--- src/rtl/clock_phase_seq.sv ---
// Non-overlapping one-hot phase sequencer with a programmable divide, run/halt/single-step control and a machine-cycle counter.
// Outputs are registered on clkin; a run or step request shows up as phase[0] one cycle later. Halts take effect only at machine-cycle boundaries.
module clock_phase_seq #(
    parameter int NUM_PHASES = 2,
    parameter int DIV_W      = 8,
    parameter int RESET_DIV  = 0,
    parameter int GAP        = 0,
    parameter int CNT_W      = 16
) (
    input  logic                          clkin,
    input  logic                          rst_n,
    input  logic [DIV_W-1:0]              div_in,
    input  logic                          div_load,
    input  logic                          run,
    input  logic                          step,
    output logic [NUM_PHASES-1:0]         phase,
    output logic [$clog2(NUM_PHASES)-1:0] phase_idx,
    output logic                          phase_start,
    output logic                          cycle_done,
    output logic                          halted,
    output logic [CNT_W-1:0]              cycle_count
);

    localparam int IW = $clog2(NUM_PHASES);
    localparam int PW = (DIV_W > 4) ? DIV_W : 4;
    localparam logic [IW-1:0]    LAST_IDX = IW'(NUM_PHASES - 1);
    localparam logic [PW-1:0]    GAP_LAST = (GAP > 0) ? PW'(GAP - 1) : '0;
    localparam logic [DIV_W-1:0] DIV_RST  = DIV_W'(RESET_DIV);

    typedef enum logic [1:0] {
        S_HALTED,
        S_RUN,
        S_STEP,
        S_DRAIN
    } state_t;

    state_t            state;
    state_t            state_n;
    logic [PW-1:0]     presc;
    logic [PW-1:0]     presc_n;
    logic              in_gap;
    logic              gap_n;
    logic [DIV_W-1:0]  div_act;
    logic [DIV_W-1:0]  div_n;
    logic [DIV_W-1:0]  div_shadow;
    logic [DIV_W-1:0]  shadow_n;
    logic [IW-1:0]     idx_n;
    logic [IW-1:0]     idx_inc;
    logic [NUM_PHASES-1:0] phase_n;
    logic              start_n;
    logic              done_n;
    logic              halted_n;
    logic [CNT_W-1:0]  count_n;
    logic              phase_end;
    logic              gap_end;

    always_ff @(posedge clkin or negedge rst_n) begin
        if (!rst_n) begin
            state <= S_HALTED;
        end else begin
            state <= state_n;
        end
    end

    // A drop of run at the cycle_done edge halts directly; DRAIN only covers mid-cycle drops.
    always_comb begin
        state_n = state;
        case (state)
            S_HALTED: begin
                if (run) begin
                    state_n = S_RUN;
                end else if (step) begin
                    state_n = S_STEP;
                end
            end
            S_RUN: begin
                if (cycle_done) begin
                    state_n = run ? S_RUN : S_HALTED;
                end else if (!run) begin
                    state_n = S_DRAIN;
                end
            end
            S_STEP: begin
                if (cycle_done) begin
                    state_n = S_HALTED;
                end
            end
            S_DRAIN: begin
                if (cycle_done) begin
                    state_n = S_HALTED;
                end else if (run) begin
                    state_n = S_RUN;
                end
            end
            default: state_n = S_HALTED;
        endcase
    end

    always_comb begin
        shadow_n = div_load ? div_in : div_shadow;
        div_n    = div_act;
        // A load landing on the same edge as the copy takes effect for the new cycle.
        if (state == S_HALTED || cycle_done) begin
            div_n = shadow_n;
        end

        phase_end = !in_gap && (presc == PW'(div_act));
        gap_end   = in_gap && (presc == GAP_LAST);
        idx_inc   = (phase_idx == LAST_IDX) ? '0 : phase_idx + 1'b1;

        presc_n = '0;
        gap_n   = 1'b0;
        idx_n   = phase_idx;
        if (state_n == S_HALTED) begin
            idx_n = phase_idx;
        end else if (state == S_HALTED) begin
            idx_n = '0;
        end else if (gap_end || (phase_end && GAP == 0)) begin
            idx_n = idx_inc;
        end else if (phase_end) begin
            gap_n = 1'b1;
        end else begin
            presc_n = presc + 1'b1;
            gap_n   = in_gap;
        end

        phase_n = '0;
        if (state_n != S_HALTED && !gap_n) begin
            phase_n[idx_n] = 1'b1;
        end
        start_n = (state_n != S_HALTED) && !gap_n && (presc_n == '0);
        if (GAP == 0) begin
            done_n = (state_n != S_HALTED) && (idx_n == LAST_IDX) && !gap_n &&
                     (presc_n == PW'(div_n));
        end else begin
            done_n = (state_n != S_HALTED) && (idx_n == LAST_IDX) && gap_n &&
                     (presc_n == GAP_LAST);
        end
        halted_n = (state_n == S_HALTED);
        count_n  = cycle_done ? cycle_count + 1'b1 : cycle_count;
    end

    always_ff @(posedge clkin or negedge rst_n) begin
        if (!rst_n) begin
            presc       <= '0;
            in_gap      <= 1'b0;
            div_act     <= DIV_RST;
            div_shadow  <= DIV_RST;
            phase       <= '0;
            phase_idx   <= '0;
            phase_start <= 1'b0;
            cycle_done  <= 1'b0;
            halted      <= 1'b1;
            cycle_count <= '0;
        end else begin
            presc       <= presc_n;
            in_gap      <= gap_n;
            div_act     <= div_n;
            div_shadow  <= shadow_n;
            phase       <= phase_n;
            phase_idx   <= idx_n;
            phase_start <= start_n;
            cycle_done  <= done_n;
            halted      <= halted_n;
            cycle_count <= count_n;
        end
    end

    onehot_phase: assert property (@(posedge clkin) disable iff (!rst_n) $onehot0(phase));

endmodule
--- config.mk ---
export PLATFORM = sky130hd
export DESIGN_NAME = clock_phase_seq
export DESIGN_NICKNAME = d
export VERILOG_FILES = /design/src/rtl/clock_phase_seq.sv
export SDC_FILE = /design/constraint.sdc
export NUM_CORES = 1
export LEC_CHECK = 0
export CAP_MARGIN = 10
export CELL_PAD_IN_SITES_DETAIL_PLACEMENT = 1
export CELL_PAD_IN_SITES_GLOBAL_PLACEMENT = 1
export CORE_MARGIN = 1.5
export CORE_UTILIZATION = 40
export CTS_BUF_LIST = sky130_fd_sc_hd__clkbuf_4 sky130_fd_sc_hd__clkbuf_8
export DETAILED_ROUTE_END_ITERATION = 8
export MAX_ROUTING_LAYER = met4
export PLACE_DENSITY = 0.81
export SETUP_SLACK_MARGIN = 0.15
export SYNTH_ARGS = -nofsm -noshare
export SYNTH_HDL_FRONTEND = slang
export SYNTH_SLANG_ARGS = --single-unit
--- constraint.sdc ---
create_clock -name clkin -period 2.2 [get_ports clkin]
set_input_delay 0.22 -clock clkin [delete_from_list [all_inputs] [get_ports clkin]]
set_output_delay 0.22 -clock clkin [all_outputs]
set_load 0.1 [all_outputs]
==> run metrics, run 1 <==
hpwl dp=4310 um; CP peak stage delay=0.41 ns; Post-DP Area=0.00294 mm^2; synthesis warning total=0; core area=0.00564 mm^2; cell taking the most area after synthesis=dfrtp_1; number of enable flip-flop cells after synthesis=0; Peak Freq=0.477 GHz; Critical Path RT=2.44 ns; DRC Markers=0; Total GRT Usage=21.4%; vias=1895; Rel. slew slack=66.8%; CTS root buffer=clkbuf_8; fin nets=304; routability-driven placement congestion ratio=0.839; syn nets=237; Crit-path slowest cell=or3_4; CP max FO=6; Die W=80.4 um; H-tree Lvls=2; Post-Layout Inst Area=0.00322 mm^2; Area Overhead vs Synth=34.5%; Period minus WS final=2.10 ns; Finish-stage setup viols=0; Mapped Cells=221; worst hold path class=primary input to async pin; LEAKAGE=1.51 nW; Worst EP arrival=2.34 ns; final hold violations=0; Num CTS Buffers=5; Crit Path Class=register to register; PwrDens=516 mW/mm^2; Period Utilization, post-route=95.3%; Synth cell types=43; Synth top area share=50.2%; Worst-path clk slew=0.09 ns; CP Capture Type=register; routed len/inst=17.4 um; n_diodes=0; status=complete, no violations; Initial DRT Pass Iterations=4; Pins Over Slew Limit=0; share of layout cells above drive strength 1=36.0%; Die Y=80.4 um; Clock Skews=0.00808 ns; die area=0.00646 mm^2; Port Buffers=34; stages on the worst setup path=8; post-synthesis area per instance=10.8 um^2; Startpoint Class=register; most numerous cell in the Yosys netlist=dfrtp_1; Synth Flop Type=dfrtp_1; final setup margin=0.103 ns; initial antenna violation count=0; GR Overflow Total=0; Synth top cells by count=dfrtp_1 (48), xnor2_1 (26), nor2_1 (24); Clock Path Buffers=2; Max VDD drop=0.000314 V; WP buf/inv=1; vias in the first global route=2048; largest net degree at the start of global routing=22; CTS tree=yes; CP top delay family=simple AND/OR/NAND/NOR gates; RSZ-0062 raised after global routing=yes; ys async rst share=100%; Post-Syn Area=0.00239 mm^2; critical-path cell list=inv_1 -> ha_1 -> and2b_1 -> and3_4 -> or3_4 -> nor2_1 -> xnor2_1 -> o2111a_1; worst slack, placed=-0.143 ns; post-route ant nets=0; Cell Rows=27; slew at the pin closest to its max-slew limit=0.499 ns; Seq cells post-synth=49; Starting Density=42.4%; max-cap viol count=0; DR vias/cell=5.25; DRT Wirelength=6270 um; Clock Latency Late Sink=0.31 ns; drt initial violations=178; # IOs=35; Area contributors post-synth=dfrtp_1 (50%), xnor2_1 (9.5%), mux2_2 (3.8%), nor2_1 (3.8%), mux2i_1 (3.3%); Seq/Total Area, Yosys=51.3%; cell count of the worst reg-to-reg path=8; CTS sink cnt=49; first-pass GRT wire length=10200 um; Final Util=57.1%
==> placed cells by master (no fill, tap or decap), types with 6 or more instances in the layout <==
cell type         n
nand2_1          12
buf_4            51
xnor2_1          23
nor2_1           22
dfrtp_2          10
a21oi_1           6
dfrtp_1          37
inv_1            13
clkdlybuf4s50_1  11
nand3_1           8
mux2_2            8
mux2i_1           7
==> repair_timing <==
| action | in CTS | in global routing |
|---|---|---|
| hold endpoints to repair | 18 | 0 |
| pin swaps | 2 | 4 |
| buffers inserted | 5 | 3 |
| setup endpoints to repair | 2 | 4 |
| gates resized for setup | 12 | 11 |
| hold buffers | 1 | 0 |
| gates cloned | 0 | 0 |
==> flip-flops by register name (all words and copies together), names as in the netlist <==
register / count
state: 2
div_shadow: 8
in_gap: 1
presc: 8
phase: 2
phase_start: 1
cycle_done: 1
halted: 1
cycle_count: 16
phase_idx: 1
div_act: 8
==> routing by layer <==
metal | global-route usage (%) | part of all wire (%)
met5 | - | 0
met4 | 5.00 | 1.1
met3 | 3.75 | 3.1
met2 | 35.8 | 52
met1 | 27.1 | 44
==> cell families after synthesis <==
logic type	synth area share (%)
AND/OR/NAND/NOR	17.7
flip-flops	51.3
XOR/XNOR	12.4
AO/OA/AOI/OAI	6.74
buffers and inverters	3.29
multiplexers	7.11
adder cells (fa/ha/maj)	1.57
==> path summary, 6_finish.rpt <==
kind,startpoint,end,slack [ns]
min in group clkin,cycle_count[15]$_DFFE_PN0P_,cycle_count[15]$_DFFE_PN0P_,0.48
max in group asynchronous,rst_n,halted$_DFF_PN1_,1.24
max reg2reg,presc[0]$_DFF_PN0_,cycle_done$_DFF_PN0_,0.10
min,rst_n,div_act[0]$_DFF_PN0_,0.40
min reg2reg,cycle_count[15]$_DFFE_PN0P_,cycle_count[15]$_DFFE_PN0P_,0.48
max,presc[0]$_DFF_PN0_,cycle_done$_DFF_PN0_,0.10
==> power breakdown <==
part / internal, mW / switching [mW]
sequential: 0.915 / 0.00538
combinational: 0.0427 / 0.0379
clock: 0.341 / 0.320
total: 1.30 / 0.363
==> layout make-up <==
class	count	area, um^2
fill	607	2420
tap	72	90.1
inverter	13	48.8
timing repair buffer	65	528
clock inverter	3	43.8
clock buffer	5	68.8
sequential	49	1240
multi-input combinational	154	1200
==> stage by stage <==
stage / std cells / TNS, ns / hold slack [ns] / total power, mW
detailed placement: 344 / -0.143 / 0.217 / 1.02
finish: 361 / 0 / 0.402 / 1.66
floorplan: 221 / 0 / -0.0756 / 0.961
CTS: 358 / 0 / 0.410 / 1.68
global route: 361 / -0.00628 / 0.441 / 1.73
global placement: 344 / -0.0859 / 0.218 / 1.02
==> worst reg2reg max path, delay by kind of cell, from the launching register on <==
kind / cells / cell delay [ns]
DFF: 1 / 0.36
AOI/OAI and AO/OA: 1 / 0.18
buffers and inverters: 1 / 0.05
adders and majority gates: 1 / 0.18
and+or+nand+nor: 4 / 1.11
xor gates and xnor gates: 1 / 0.17
Note: power is estimated with default switching activity, not from simulation.
==> run 2: changes to the inputs <==
ABC_AREA = 1   (was default)
CORE_UTILIZATION = 39   (was 40)
PLACE_DENSITY = 0.82   (was 0.81)
==> run 2 against run 1 <==
  * Routed wire length rose by 4.0%
  * Worst hold slack worse by 0.0024 ns
  * Non-clock buffer count down 19
  * Worst setup slack better by 0.082 ns
  * Clock-buffer cell count did not move
  * The run now ends with design-rule violations left
  * Critical endpoint unchanged
  * First-iteration DRC count down 42%
  * Largest cell class unchanged
==> run metrics, run 2 <==
status=finished with violations; failing checks=design-rule violations; n_diodes=0; Crit Path Class=register to register; Clock Path Buffers=2; routability-driven placement congestion ratio=0.790; die area=0.00722 mm^2; max FFs per register=16; Area contributors post-synth=dfrtp_1 (46%), nand2_1 (12%), inv_1 (7.5%), xor2_1 (5.0%), nor2_1 (3.0%); Port Buffers=34; most common cell after layout, fill and taps aside=nand2_1; H-tree Lvls=2; fin nets=371; CTS tree=yes; Finish-stage setup viols=0; Biggest register=cycle_count; Seq cells post-synth=49; Num CTS Buffers=5; Post-Syn Area=0.00262 mm^2; Metal-1 WL=2870 um; Synth top cells by count=nand2_1 (81), inv_1 (52), dfrtp_1 (48); DR vias/cell=4.92; CP max FO=9; vias in the first global route=2233; Mapped Cells=309; worst slack, placed=0.0741 ns; # IOs=35; Die Y=84.9 um; most frequent cells in the layout=nand2_1 (81), inv_1 (52), dfrtp_1 (39), buf_4 (31), nor2_1 (16); DRT Wirelength=6520 um; met3 WL=197 um; Synth cell types=33; Synth Flop Type=dfrtp_1; top routing layer used=met4; Die W=84.9 um; CTS sink cnt=49; syn nets=325; DRC Markers=1; Pins Over Slew Limit=0; RSZ-0062 raised after global routing=yes; CP Capture Type=register; PwrDens=1110 mW/mm^2; filler cell count in the final layout=775; drt initial violations=104; Area Overhead vs Synth=22.3%; Starting Density=40.8%; post-route ant nets=0; multi-input logic area=0.00115 mm^2; Worst EP arrival=2.25 ns; met2 wire length=3400 um; synthesis warning total=0; LEAKAGE=1.76 nW; number of enable flip-flop cells after synthesis=0; Peak Freq=0.496 GHz; flip-flop and latch area=0.00125 mm^2; cell taking the most area after synthesis=dfrtp_1; Max VDD drop=0.000637 V; share of layout cells above drive strength 1=25.0%; post-synthesis area per instance=8.47 um^2; total power=3.56 mW; initial antenna violation count=0; max-cap viol count=0; Rel. slew slack=68.9%; hpwl dp=4780 um; Cell Rows=29; ys async rst share=100%; Synth top area share=45.9%; cell count of the worst reg-to-reg path=14; Seq/Total Area, Yosys=46.9%; most numerous cell in the Yosys netlist=nand2_1; Clock Latency Late Sink=0.30 ns; core area=0.00642 mm^2; Clock Skews=0.00960 ns; vias=2129; Worst-path clk slew=0.09 ns; routed len/inst=15.1 um; first-pass GRT wire length=10800 um; CTS root buffer=clkbuf_8; final hold violations=0; worst hold path class=primary input to async pin; Total GRT Usage=19.4%; GR Overflow Total=0; Period Utilization, post-route=91.6%; Initial DRT Pass Iterations=7; Critical Path RT=2.44 ns; total negative slack=0 ns; largest net degree at the start of global routing=20; final setup margin=0.185 ns; slew at the pin closest to its max-slew limit=0.466 ns; Period minus WS final=2.01 ns; Startpoint Class=register
## run 2: cell count changes after synthesis, moves of 6 or more
cell,before,now
mux2i_1,8,0
nand2_1,12,81
inv_1,13,52
xnor2_1,26,6
mux2_2,8,2
o21ai_0,6,12
xor2_1,6,15
nand3_2,0,6
## run 2: cell families (layout without fill, tap and decap cells)
kind of cell,Yosys count,count (layout),share of synthesized area [%]
AND/OR/NAND/NOR,150,150,29.6
multiplexers,2,2,0.860
XOR/XNOR,21,21,7.02
AO/OA/AOI/OAI,17,17,3.54
flip-flops,49,49,46.9
buffers and inverters,67,114,10.7
adder cells (fa/ha/maj),3,3,1.43
## run 2: where the power goes
| part | internal [mW] | switching, mW | total [mW] |
|---|---|---|---|
| clock network | 0.220 | 0.307 | 0.527 |
| logic | 0.555 | 1.17 | 1.73 |
| registers | 1.10 | 0.198 | 1.30 |
## run 2: metal layers
metal | vias up | GRT usage [%]
met5 | - | -
met4 | 0 | 4.47
met3 | 6 | 3.11
met2 | 39 | 34.0
met1 | 1054 | 23.6
li1 | 1030 | -
## run 2: final timing paths
path | start | to | slack (ns)
worst max-delay path | cycle_done$_DFF_PN0_ | cycle_done$_DFF_PN0_ | 0.19
worst min-delay path | rst_n | cycle_done$_DFF_PN0_ | 0.40
worst max register to register | cycle_done$_DFF_PN0_ | cycle_done$_DFF_PN0_ | 0.19
worst min register to register | cycle_count[15]$_DFFE_PN0P_ | cycle_count[15]$_DFFE_PN0P_ | 0.47
max in group asynchronous | rst_n | div_act[3]$_DFF_PN0_ | 1.18
min in group clkin | cycle_count[15]$_DFFE_PN0P_ | cycle_count[15]$_DFFE_PN0P_ | 0.47
## run 2: layout make-up
type | count | area share (%)
Clock buffer | 5 | 2.15
Clock inverter | 3 | 0.547
Inverter | 60 | 7.07
Multi-Input combinational cell | 193 | 35.9
Sequential cell | 49 | 38.9
Tap cell | 77 | 3.01
Timing Repair Buffer | 46 | 12.4
## run 2: critical path, cell delays in order, from the launching register on
cell and delay, ns:
dfrtp_4 0.54, buf_12 0.15, nor2_8 0.09, nand2_2 0.08, nand3_4 0.11, nand2_8 0.10, nor2_4 0.11, nand3_1 0.15
nand2_1 0.12, nand2_1 0.08, clkinv_1 0.05, nand2_1 0.04, nor2_1 0.15, nand2_1 0.07, nor2_1 0.09
## run 2: repair_timing
action                                  4_1_cts  5_1_grt
endpoints found under the hold margin        16        0
endpoints found under the setup margin        1        3
resized for setup                             3        8
pin swaps                                     1        2
hold buffers                                  1        0
setup buffers                                 1        7
## run 2: metrics by stage
step	area (um^2)	instances	util (%)	hold slack [ns]
after global placement	3000	416	46.7	0.187
after global routing	3200	433	49.9	0.429
after detailed placement	3000	416	46.7	0.195
after CTS	3120	426	48.6	0.409
final	3200	433	49.9	0.400
after floorplan	2650	309	-	-0.0756
==> run 3: changes to the inputs <==
SKIP_LAST_GASP = 1   (was default)
TNS_END_PERCENT = 100   (was default)
==> results of run 3 <==
The final DEF is identical to that of run 2; final timing and power are the same.
